[src/rtl/shower_tx.sv]
// Holds, upgrades and rate-limits the per-BX shower code to the TMB, with saturating per-level counters.
// 1-clk latency, no backpressure; the SHOWER_TX_INJECT_EN macro adds the inj_req/inj_code injection port.
module shower_tx #(
  parameter int CNT_W = 16
) (
  input  logic             clk,
  input  logic             rst_n,
  input  logic [1:0]       shower_int,
  input  logic             trig_stop,
  input  logic [2:0]       hold_len,
  input  logic [3:0]       dead_len,
  input  logic             cnt_clr,
  input  logic [1:0]       cnt_sel,
`ifdef SHOWER_TX_INJECT_EN
  input  logic             inj_req,
  input  logic [1:0]       inj_code,
`endif
  output logic [CNT_W-1:0] cnt_out,
  output logic [1:0]       shower_out,
  output logic             busy
);

  localparam logic [1:0] ST_IDLE = 2'd0;
  localparam logic [1:0] ST_HOLD = 2'd1;
  localparam logic [1:0] ST_DEAD = 2'd2;

  logic [1:0]       state, state_nxt;
  logic [1:0]       code, code_nxt;
  logic [2:0]       hold_cnt, hold_cnt_nxt;
  logic [3:0]       dead_cnt, dead_cnt_nxt;
  logic             trig_vld;
  logic [1:0]       trig_code;
  logic [3:0]       inc;
  logic [CNT_W-1:0] cnt [4];

  // Injection bypasses trig_stop and wins over the detector code.
  always_comb begin
    trig_vld  = (shower_int != 2'd0) && !trig_stop;
    trig_code = shower_int;
`ifdef SHOWER_TX_INJECT_EN
    if (inj_req && (inj_code != 2'd0)) begin
      trig_vld  = 1'b1;
      trig_code = inj_code;
    end
`endif
  end

  always_comb begin
    state_nxt    = state;
    code_nxt     = code;
    hold_cnt_nxt = hold_cnt;
    dead_cnt_nxt = dead_cnt;
    inc          = 4'd0;
    case (state)
      ST_IDLE: begin
        if (trig_vld) begin
          state_nxt      = ST_HOLD;
          code_nxt       = trig_code;
          hold_cnt_nxt   = hold_len;
          inc[0]         = 1'b1;
          inc[trig_code] = 1'b1;
        end
      end
      ST_HOLD: begin
        if (trig_stop) begin
          state_nxt    = ST_IDLE;
          hold_cnt_nxt = 3'd0;
          dead_cnt_nxt = 4'd0;
        end else begin
          if (shower_int > code) begin
            code_nxt        = shower_int;
            inc[shower_int] = 1'b1;
          end
          if (hold_cnt == 3'd0) begin
            if (dead_len != 4'd0) begin
              state_nxt    = ST_DEAD;
              dead_cnt_nxt = dead_len - 4'd1;
            end else begin
              state_nxt = ST_IDLE;
            end
          end else begin
            hold_cnt_nxt = hold_cnt - 3'd1;
          end
        end
      end
      ST_DEAD: begin
        if (trig_stop || (dead_cnt == 4'd0)) begin
          state_nxt    = ST_IDLE;
          dead_cnt_nxt = 4'd0;
        end else begin
          dead_cnt_nxt = dead_cnt - 4'd1;
        end
      end
      default: begin
        state_nxt    = ST_IDLE;
        hold_cnt_nxt = 3'd0;
        dead_cnt_nxt = 4'd0;
      end
    endcase
  end

  always_ff @(posedge clk or negedge rst_n) begin
    if (!rst_n) begin
      state      <= ST_IDLE;
      code       <= 2'd0;
      hold_cnt   <= 3'd0;
      dead_cnt   <= 4'd0;
      shower_out <= 2'd0;
      busy       <= 1'b0;
    end else begin
      state      <= state_nxt;
      code       <= code_nxt;
      hold_cnt   <= hold_cnt_nxt;
      dead_cnt   <= dead_cnt_nxt;
      // Outputs are registered from the next-state view so they line up with the state they describe.
      shower_out <= (state_nxt == ST_HOLD) ? code_nxt : 2'd0;
      busy       <= (state_nxt != ST_IDLE);
    end
  end

  always_ff @(posedge clk or negedge rst_n) begin
    if (!rst_n) begin
      for (int i = 0; i < 4; i++) cnt[i] <= '0;
      cnt_out <= '0;
    end else begin
      for (int i = 0; i < 4; i++) begin
        if (cnt_clr)
          cnt[i] <= '0;
        else if (inc[i] && (cnt[i] != {CNT_W{1'b1}}))
          cnt[i] <= cnt[i] + 1'b1;
      end
      cnt_out <= cnt[cnt_sel];
    end
  end

endmodule

[config.mk]
export PLATFORM = sky130hd
export DESIGN_NAME = shower_tx
export DESIGN_NICKNAME = d
export VERILOG_FILES = /design/src/rtl/shower_tx.sv
export SDC_FILE = /design/constraint.sdc
export NUM_CORES = 1
export LEC_CHECK = 0
export ABC_CLOCK_PERIOD_IN_PS = 3900
export BUFFER_PORTS_ARGS = -buffer_cell sky130_fd_sc_hd__buf_4
export CAP_MARGIN = 15
export CORE_MARGIN = 2
export CORE_UTILIZATION = 45
export CTS_CLUSTER_SIZE = 25
export DETAILED_ROUTE_END_ITERATION = 6
export SYNTH_ARGS = -nofsm -noshare
export SYNTH_HDL_FRONTEND = slang
export SYNTH_SLANG_ARGS = --single-unit
[constraint.sdc]
create_clock -name clk -period 3.9 [get_ports clk]
set_input_delay 0 -clock clk [delete_from_list [all_inputs] [get_ports clk]]
set_output_delay 0 -clock clk [all_outputs]
set_load 0.01 [all_outputs]
==> impl_metrics.json <==
{
  "status": "complete, no violations",
  "tns_ns": 0,
  "max_slew.worst_pin.slew_ns": 0.938,
  "floorplan.die.width_um": 114,
  "rows": 40,
  "ys.flop_type": "dfrtp_1",
  "core_sq_um": 11900,
  "avgSynthCellArea_sq_um": 10.4,
  "critPathCaptureType": "flop",
  "layout-drive-gt1-share_pct": 17.4,
  "p_leak_nw": 2.48,
  "synth_cells": 525,
  "seqPwrFrac_pct": 40.3,
  "overflow": 0,
  "yosys_warnings": 0,
  "finalWirelength_um": 13000,
  "globalplace.congestion": 0.862,
  "slew_headroom_pct": 37.4,
  "cts_tree": "done",
  "start_util_pct": 45.8,
  "diodes": 0,
  "nets": 584,
  "grt_pass1_vias": 4149,
  "cap_violations": 0,
  "first_pass_iters": 4,
  "grt_max_degree": 71,
  "cts_sinks": 94,
  "syn-num-nets": 556,
  "drv_slew": 0,
  "min_period_ns": 2.64,
  "hpwlAfterDp_um": 9180,
  "portBuffers": 33,
  "async_flop_share_pct": 100,
  "rsz0062_at_grt": "no",
  "post_cts_buffers": 0,
  "ys_seq_elements": 94,
  "power_frac_clock_pct": 35.1,
  "fin_crit_sh_pct": 67.7,
  "yosys.area.top_type": "dfrtp_1",
  "r2r_slack_ns": 1.26,
  "final_hold_viol_count": 0,
  "dpl_cell_area_sq_um": 5770,
  "required_ns": 4.18,
  "synth_most_common_cell": "dfrtp_1",
  "drcViolationCount": 0,
  "hold_path.class": "in2reg",
  "dr_total_vias": 4317,
  "dieArea_sq_um": 13000,
  "grt_use_total_pct": 21.1,
  "cts_made_buffers": 9,
  "worst_ep_arrival_time_ns": 2.92,
  "yosys-top-cells-count": "94 x dfrtp_1, 44 x nor2_1, 32 x a21oi_1, 32 x o21ai_0, 29 x nand3_1",
  "p_int_mw": 1.87,
  "post_drt_wl_per_cell_um": 18.5,
  "syn-cell-area_sq_um": 5460,
  "antenna_found_initial": 0,
  "power_density_nw_per_um2": 443,
  "post-route-util_pct": 51.5,
  "switching_share_pct": 31.2,
  "cts_root_buffer": "clkbuf_16",
  "ys_seq_area_share_pct": 43.1,
  "io_pins": 34,
  "synthTopCellsByArea": "dfrtp_1 43%, mux4_2 6.2%, ha_1 3.7%",
  "fin_area_sq_um": 6140,
  "fmax_ghz": 0.378,
  "max-vdd-ir-drop_v": 0.000279,
  "synth_edf_count": 0,
  "clkLatencyLatePin_ns": 0.36,
  "combPwrFrac_pct": 24.6,
  "ant_nets": 0,
  "crit_path_max_fanout": 16,
  "yosysTopAreaCellShare_pct": 43.1,
  "hold_ws_ns": 0.0140,
  "finalSetupViolCount": 0,
  "p_switching_uw": 849,
  "cts_max_path_buffers": 2,
  "htree_num_levels": 3,
  "crit_type": "reg2reg",
  "pre_cts_ws_ns": 1.28,
  "area_delta_synth_final_pct": 12.5,
  "synth_cell_types": 73,
  "setup_slack_ns": 1.26,
  "vias_per_cell": 6.12,
  "skew_ns": 0.0115,
  "clk_pin_slew_ns": 0.07,
  "cp-start-kind": "flop",
  "drtIter0Drc": 215,
  "grt_pass1_wl_um": 21100,
  "fp.dieH_um": 114
}
==> flip-flops by register name, summed over array words and instances (netlist names) <==
name and cells:
busy 1, cnt 64, cnt_out 16, code 2, dead_cnt 4, hold_cnt 3, shower_out 2, state 2
==> repair_timing <==
item / in CTS / in global routing
hold buffers: 5 / 0
endpoints found under the hold margin: 64 / 0
endpoints found under the setup margin: 0 / 0
gates resized for setup: 0 / 0
==> kinds of logic (layout without fill, tap and decap cells) <==
group           after synthesis  in the layout  share of synthesized area [%]
compound gates              123            123                           16.8
xor+xnor                     25             25                           4.01
fa+ha+maj                    16             16                           3.67
buf+inv                      49             82                           4.13
flops                        94             94                           43.1
mux                          24             24                           8.23
simple gates                194            194                           20.0
==> cells in the final DEF, fill, tap and decap left out, types with 10 or more instances in the layout <==
cell type and count:
a21oi_1 32, and3_1 10, mux4_2 15, nand4_1 11
xnor2_1 20, nor2_1 44, o21ai_0 32, nand3_1 29
inv_1 27, nand2_1 28, buf_4 34, or3_1 21
ha_1 16, dfrtp_1 94
==> path summary, 6_finish.rpt <==
check                                   startpoint                       to  cells after the start
max                             state[1]$_DFF_PN0_       cnt[8]$_DFFE_PN0P_                      7
min                                    dead_len[0]  dead_cnt[0]$_DFFE_PN0P_                      4
max reg2reg                     state[1]$_DFF_PN0_       cnt[8]$_DFFE_PN0P_                      7
min reg2reg                dead_cnt[3]$_DFFE_PN0P_  dead_cnt[3]$_DFFE_PN0P_                      1
max in group asynchronous                    rst_n      cnt[15]$_DFFE_PN0P_                      3
min in group asynchronous                    rst_n           busy$_DFF_PN0_                      2
==> critical path: stages, from the launching register on <==
cell and delay (ns):
dfrtp_1 0.40, inv_1 0.10, ha_1 0.24, nor2b_2 0.42, a32oi_4 0.26, a2111o_1 0.53, or4_1 0.47, a21oi_1 0.15
==> through the flow <==
| step | total power, mW | cells |
|---|---|---|
| after floorplan | 1.60 | 525 |
| after global placement | 1.75 | 684 |
| after detailed placement | 1.77 | 684 |
| after CTS | 2.74 | 705 |
| after global routing | 2.86 | 705 |
| final | 2.72 | 705 |
==> power by group through the flow <==
stage          combinational, mW  clock (mW)  sequential, mW
3_3_place_gp               0.640           0            1.11
4_1_cts                    0.665       0.983            1.09
6_report                   0.668       0.955            1.09
2_1_floorplan              0.493           0            1.10
5_1_grt                    0.747        1.01            1.10
3_5_place_dp               0.657           0            1.11
==> final cells by class <==
class | instances | area (sq um)
timing repair buffer | 39 | 305
sequential | 94 | 2350
inverter | 27 | 101
clock buffer | 13 | 250
tap | 147 | 184
fill | 1088 | 5770
multi-input combinational | 382 | 2880
clock inverter | 3 | 67.6
==> metal layers <==
metal	vias to the layer above	global-route usage [%]	routed length (um)
met1	2192	28.0	6000
met5	-	0	0
met2	90	33.5	6250
met4	0	11.4	344
li1	2011	-	-
met3	24	3.07	437
Note: power is estimated with default switching activity, not from simulation.
